<file path="src/rtl/dc_ipu_addr_pkg.sv">
`default_nettype none
// ============================================================================
// Module   : dc_ipu_addr_pkg
// Brief    : Shared types, limits and width helper for the IPU address lanes.
// Revision : 1.0 - initial multi-lane release
// ============================================================================
package dc_ipu_addr_pkg;

  typedef enum logic {
    ADDR_MODE_EDGE   = 1'b0,
    ADDR_MODE_CENTER = 1'b1
  } addr_mode_t;

  localparam int LANES_MAX      = 4;
  localparam int MUL_STAGES_MAX = 4;

  // Exact width of tex_size * {x+i, mode}, with x+i carried one bit wide.
  function automatic int addr_result_width(input int tex_w, input int img_w);
    return tex_w + img_w + 2;
  endfunction

endpackage
`default_nettype wire

</file>
<file path="src/rtl/dc_ipu_addr_stage_reg.sv">
`default_nettype none
// ============================================================================
// Module   : dc_ipu_addr_stage_reg
// Brief    : One valid/data pipeline stage with bubble-squeezing advance.
// Revision : 1.0 - initial multi-lane release
// ============================================================================
module dc_ipu_addr_stage_reg
  import dc_ipu_addr_pkg::*;
#(
  parameter int DATA_WIDTH = 8
) (
  input  logic                  clk,
  input  logic                  nreset,
  input  logic                  clr,
  input  logic                  up_valid,
  input  logic [DATA_WIDTH-1:0] up_data,
  input  logic                  dn_adv,
  output logic                  adv,
  output logic                  valid,
  output logic [DATA_WIDTH-1:0] data
);

  logic                  r_valid;
  logic [DATA_WIDTH-1:0] r_data;

  // An empty stage can always take a beat, so ready ripples back combinationally.
  assign adv   = !r_valid || dn_adv;
  assign valid = r_valid;
  assign data  = r_data;

  always_ff @(posedge clk or negedge nreset) begin
    if (!nreset) begin
      r_valid <= 1'b0;
      r_data  <= '0;
    end else begin
      if (clr) begin
        r_valid <= 1'b0;
      end else if (adv) begin
        r_valid <= up_valid;
        r_data  <= up_data;
      end
    end
  end

endmodule
`default_nettype wire

</file>
<file path="src/rtl/dc_ipu_addr_compute_lanes.sv">
`default_nettype none
// ============================================================================
// Module   : dc_ipu_addr_compute_lanes
// Brief    : Per-lane tex_size*(2(x+i)+mode) with in-range mask, pipelined.
// Revision : 1.0 - initial multi-lane release
// ============================================================================
module dc_ipu_addr_compute_lanes
  import dc_ipu_addr_pkg::*;
#(
  parameter int TEX_SIZE_WIDTH = 12,
  parameter int IMG_SIZE_WIDTH = 12,
  parameter int LANES          = 2,
  parameter int MUL_STAGES     = 2,
  parameter int RESULT_WIDTH   = 26
) (
  input  logic                            clk,
  input  logic                            nreset,
  input  logic                            clr,
  input  logic                            in_valid,
  output logic                            in_ready,
  input  logic [IMG_SIZE_WIDTH-1:0]       in_img_size,
  input  logic [TEX_SIZE_WIDTH-1:0]       in_tex_size,
  input  logic [IMG_SIZE_WIDTH-1:0]       in_x,
  input  logic                            in_mode,
  output logic                            out_valid,
  input  logic                            out_ready,
  output logic [IMG_SIZE_WIDTH-1:0]       out_img_size,
  output logic [IMG_SIZE_WIDTH-1:0]       out_x,
  output logic [LANES-1:0]                out_lane_mask,
  output logic [LANES*RESULT_WIDTH-1:0]   out_result
);

  localparam int c_prod_w = addr_result_width(TEX_SIZE_WIDTH, IMG_SIZE_WIDTH);
  localparam int c_s0_w   = TEX_SIZE_WIDTH + 2*IMG_SIZE_WIDTH + 1;
  localparam int c_beat_w = 2*IMG_SIZE_WIDTH + LANES + LANES*RESULT_WIDTH;

  logic [MUL_STAGES:0]       w_adv;
  logic [MUL_STAGES-1:0]     w_valid;
  logic [c_beat_w-1:0]       w_pipe_data [MUL_STAGES];
  logic [c_s0_w-1:0]         w_s0_data;

  logic [TEX_SIZE_WIDTH-1:0]     w_s0_tex;
  logic [IMG_SIZE_WIDTH-1:0]     w_s0_img;
  logic [IMG_SIZE_WIDTH-1:0]     w_s0_x;
  addr_mode_t                    w_s0_mode;
  logic [LANES-1:0]              w_mask;
  logic [LANES*RESULT_WIDTH-1:0] w_result;

  assign w_adv[MUL_STAGES] = out_ready;
  assign in_ready          = w_adv[0];

  dc_ipu_addr_stage_reg #(
    .DATA_WIDTH (c_s0_w)
  ) u_stage0 (
    .clk      (clk),
    .nreset   (nreset),
    .clr      (clr),
    .up_valid (in_valid),
    .up_data  ({in_tex_size, in_img_size, in_x, in_mode}),
    .dn_adv   (w_adv[1]),
    .adv      (w_adv[0]),
    .valid    (w_valid[0]),
    .data     (w_s0_data)
  );

  assign w_s0_tex  = w_s0_data[c_s0_w-1 -: TEX_SIZE_WIDTH];
  assign w_s0_img  = w_s0_data[2*IMG_SIZE_WIDTH -: IMG_SIZE_WIDTH];
  assign w_s0_x    = w_s0_data[IMG_SIZE_WIDTH -: IMG_SIZE_WIDTH];
  assign w_s0_mode = addr_mode_t'(w_s0_data[0]);

  // Lane coordinate keeps its carry so x+i never wraps into range.
  always_comb begin : p_lane_calc
    logic [IMG_SIZE_WIDTH:0]   xi;
    logic [IMG_SIZE_WIDTH+1:0] op;
    logic [c_prod_w-1:0]       prod;
    w_mask   = '0;
    w_result = '0;
    for (int i = 0; i < LANES; i++) begin
      xi   = {1'b0, w_s0_x} + (IMG_SIZE_WIDTH+1)'(i);
      op   = {xi, (w_s0_mode == ADDR_MODE_CENTER)};
      prod = c_prod_w'(w_s0_tex) * c_prod_w'(op);
      w_result[i*RESULT_WIDTH +: RESULT_WIDTH] = RESULT_WIDTH'(prod);
      w_mask[i] = (xi < {1'b0, w_s0_img});
    end
  end

  assign w_pipe_data[0] = {w_s0_img, w_s0_x, w_mask, w_result};

  // Remaining stages only carry the finished product so synthesis can retime it.
  for (genvar gk = 1; gk < MUL_STAGES; gk++) begin : g_stage
    dc_ipu_addr_stage_reg #(
      .DATA_WIDTH (c_beat_w)
    ) u_stage (
      .clk      (clk),
      .nreset   (nreset),
      .clr      (clr),
      .up_valid (w_valid[gk-1]),
      .up_data  (w_pipe_data[gk-1]),
      .dn_adv   (w_adv[gk+1]),
      .adv      (w_adv[gk]),
      .valid    (w_valid[gk]),
      .data     (w_pipe_data[gk])
    );
  end

  assign out_valid = w_valid[MUL_STAGES-1];
  assign {out_img_size, out_x, out_lane_mask, out_result} = w_pipe_data[MUL_STAGES-1];

endmodule
`default_nettype wire

</file>
<file path="config.mk">
export PLATFORM = sky130hd
export DESIGN_NAME = dc_ipu_addr_compute_lanes
export DESIGN_NICKNAME = d
export VERILOG_FILES = /design/src/rtl/dc_ipu_addr_pkg.sv /design/src/rtl/dc_ipu_addr_stage_reg.sv /design/src/rtl/dc_ipu_addr_compute_lanes.sv
export SDC_FILE = /design/constraint.sdc
export NUM_CORES = 1
export LEC_CHECK = 0
export ABC_AREA = 1
export CAP_MARGIN = 0
export CORE_ASPECT_RATIO = 0.8
export CORE_MARGIN = 3
export CORE_UTILIZATION = 45
export DETAILED_ROUTE_END_ITERATION = 6
export PLACE_DENSITY = 0.63
export SYNTH_ARGS = -nofsm -noshare
export SYNTH_HDL_FRONTEND = slang
export SYNTH_SLANG_ARGS = --single-unit
</file>
<file path="constraint.sdc">
create_clock -name clk -period 9.2 [get_ports clk]
set_input_delay 0.92 -clock clk [delete_from_list [all_inputs] [get_ports clk]]
set_output_delay 0.92 -clock clk [all_outputs]
set_load 0.03 [all_outputs]
</file>
==> summary by stage <==
Synth
The portion of synthesized area spent on multiplexers is less than 1%. Counting every instance in the synthesized netlist gives between 2k and 2.5k. By area, the combinational part of the netlist is dominated by adder cells. The synthesized netlist devotes under 10% of its cell area to compound gates.

The synthesis warning total is 0. The portion of the post-synthesis area used by sequential elements is 17.9%. The fraction of the mapped netlist area in adder cells is between 40% and 50%. The count of cell types in the netlist is 39. The main flop type after synthesis is dfrtp_1. By area the synthesized netlist is led by fa_1 (29%), dfrtp_1 (18%), nand2_1 (15%).

The share of synthesized registers carrying an async set or reset is 100%. The area of the mapped netlist is ~16000 um^2. The area fraction in and, or, nand and nor cells after synthesis is 22.3%.

The xor and xnor area share after synthesis is about 1.2%. The biggest area consumer among synthesized cells is fa_1. After synthesis, the largest area contributor takes up between 20 and 30% of total cell area. The average size of a mapped cell is 7.55 um^2. The number of nets handed over by synthesis was 2549. The flip-flop and latch count after synthesis is around 120. The number of flops mapped to enable cells by yosys is 0.

Clock network
The cell at the root of the clock tree is clkbuf_16. The register clock-pin slew on the reported worst setup and hold paths is about 0.060 ns. The maximum number of buffers from clock root to sink is 2. TritonCTS built the clock tree. The post-cts sizing count is 0.

Buffers added to address setup during post-CTS repair amount to 0. TritonCTS created 17 clock buffers. Clock latency on the worst-skew pair, taken at its later pin, is 0.45 ns. The clock tree synthesis step divided the H-tree into 4 levels. The count of clock tree sinks is 115. The number of hold buffers added after cts is 0.

Timing
The final count of pins violating max slew was 0. The slack of the critical path is just under 3 ns. The part of the cycle the worst path needs is roughly two thirds. The setup TNS after final layout is 0 ns. The number of hold violations in the final report was 0.

The final period demand of the worst path is about 6.2 ns. The worst max-slew margin expressed relative to the limit is around 30%. The number of endpoints failing setup at the final stage is 0.

Derived from the worst setup path, the maximum achievable clock frequency is 0.161 GHz. The transition time at the pin with the least slew margin is just over 1 ns. Setup repair after global routing left no endpoint under its margin. The final setup skew is about 0.011 ns.

Cells and area
The net count of the finished layout is 2618. The post-route non-filler standard cell count is ~2.7k. In the layout the commonest cells are nand2_1 (633), inv_1 (485), fa_1 (230). In the final layout, the share of cells above drive strength 1 is roughly 3.1%. The commonest non-fill, non-tap cell in the layout is nand2_1. The area added between synthesis and finish is 13.5%. The repair_antennas step left the layout with diodes totalling 0. The number of fillers in the final layout is 3423.

Critical path
Among the stages of the critical path, the cell type that occurs most often is nand2_1. For flop-to-flop paths, the worst setup slack is about 3.0 ns. In this run the worst path has a maximum fanout of 17.

The worst register-to-register path ends at g_stage[1].u_stage.data[48]$_DFFE_PN0P_. In this run the worst setup path terminates at g_stage[1].u_stage.data[48]$_DFFE_PN0P_. The worst flop-to-flop path startpoint is u_stage0.data[2]$_DFFE_PN0P_. The worst setup path is launched from a register. The number of buffers and inverters on the critical path is 7.

The arrival time at the worst endpoint is 6.61 ns. The logic depth of the worst register-to-register path is 28. The critical path in this run is classified as register to register. On the critical path the largest part of the delay comes from adder cells.

The cell at the slowest stage of the critical path is dfrtp_1. The cell depth of the worst setup path is 28. The required time at the worst-slack endpoint is 9.58 ns. The critical path starts at u_stage0.data[2]$_DFFE_PN0P_.

For this run, the slowest stage of the critical path takes 0.71 ns. The type of destination of the critical path is a register.

Drt
The length of the first detailed-routing pass in iterations is 5. The detailed router finished its first iteration with 1042 violations. The routed layout has around 13k vias. After detailed routing, the average wire length per cell comes to roughly 16 um. The total detailed-routing wirelength is around 43000 um. The detail route stage leaves a number of antenna-violating nets equal to 0. In the routed design, unresolved DRC markers number 0. Dividing the detail-routed via count by the number of cells gives ~5.

Outcome
The run finished with clean final reports.

Global routing
The number of antenna violations at the first check in global routing is 2. Entering global routing, the biggest net connects 74 pins. The first global-routing pass estimated between 70000 and 80000 um of wire. After global routing the overflow that remains totals 0. The via count of the first global-routing pass came to 13.6k. Global routing used between 20% and 30% of the available tracks across all layers.

Die
The die covers between 30000 and 40000 um^2. The number of placement rows is 61. 122 I/O pins were placed.

The initial utilization of the core area, before any placement, comes to 46.0%. From bottom edge to top edge, the die measures roughly 170 um. The area inside the core boundary is 35000 um^2. The horizontal die dimension is 217 um.

Run
Across the run, the number of max-cap violations was 0.

Placement
The number of input and output port buffers inserted is 120. The cell count after placement is ~2.6k. After legalization and detailed placement, the total HPWL measured approximately 34000 um. The final weighted congestion in routability-driven placement is between 0.9 and 1. Before CTS, the worst setup slack after placement is ~3.0 ns.

Hold path
The worst min-delay path class is register to register.
worst min path at each step:
stage	from	end	slack, ns	depth (start not counted)
2_1_floorplan	u_stage0.valid$_DFFE_PN0P_	g_stage[1].u_stage.valid$_DFFE_PN0P_	0.45	2
3_3_place_gp	u_stage0.valid$_DFFE_PN0P_	g_stage[1].u_stage.valid$_DFFE_PN0P_	0.46	2
3_5_place_dp	g_stage[1].u_stage.data[28]$_DFFE_PN0P_	g_stage[1].u_stage.data[28]$_DFFE_PN0P_	0.47	2
6_report	g_stage[1].u_stage.data[29]$_DFFE_PN0P_	g_stage[1].u_stage.data[29]$_DFFE_PN0P_	0.48	2
5_1_grt	g_stage[1].u_stage.data[22]$_DFFE_PN0P_	g_stage[1].u_stage.data[22]$_DFFE_PN0P_	0.50	2
4_1_cts	g_stage[1].u_stage.data[16]$_DFFE_PN0P_	g_stage[1].u_stage.data[16]$_DFFE_PN0P_	0.48	2
metal layers:
layer	global-route usage [%]	share of wire [%]	up-vias
met2	33.6	40	426
met3	4.49	7.4	46
met5	0	0.028	-
met1	38.1	51	6512
met4	5.60	1.6	2
li1	-	-	6385
synthesized netlist by cell type (4+ instances only):
cell type,count
xor2_1,6
nand3_1,63
ha_1,150
nand2_2,4
or2_2,4
clkinv_1,4
nand2_1,635
inv_2,5
xnor2_1,12
nor3_1,9
fa_1,230
nand3b_1,9
o21bai_1,4
a21oi_1,73
nand4_1,7
buf_2,12
clkbuf_1,57
inv_1,485
nor2_1,156
o21ai_0,57
dfrtp_1,115
worst register-to-register path, delay by kind of cell, from the launching register on:
kind	cells	cell delay [ns]
compound gates	2	0.36
buf+inv	7	0.56
simple gates	12	1.37
flops	1	0.71
fa+ha+maj	7	3.17
through the flow:
stage / hold WS [ns] / cell area, um^2 / util, %
floorplan: 0.454 / 16100 / -
global placement: 0.462 / 17600 / 50.3
detailed placement: 0.465 / 17600 / 50.3
CTS: 0.483 / 18200 / 52.1
global route: 0.504 / 18200 / 52.1
finish: 0.480 / 18200 / 52.1
cell type report:
type / count / area, um^2 / area share (%)
timing repair buffer: 129 / 1270 / 6.95
clock buffer: 24 / 512 / 2.81
clock inverter: 7 / 120 / 0.659
sequential: 115 / 2880 / 15.8
multi-input combinational: 1437 / 11000 / 60.3
inverter: 496 / 1870 / 10.2
tap: 472 / 591 / 3.24
flip-flops by register name, indices dropped and copies added, names as in the netlist:
| register | count |
|---|---|
| g_stage.u_stage.data | 76 |
| u_stage0.data | 37 |
| g_stage.u_stage.valid | 1 |
| u_stage0.valid | 1 |
logic make-up after synthesis:
kind of cell             Yosys count
AO/OA/AOI/OAI                    138
adder cells (fa/ha/maj)          380
XOR/XNOR                          19
other                              1
multiplexers                       1
flip-flops                       115
AND/OR/NAND/NOR                  898
buffers and inverters            575
Power is left out: the tool's default activity adds up to more than one toggle a clock period on the data nets, which glitch-free logic cannot reach.
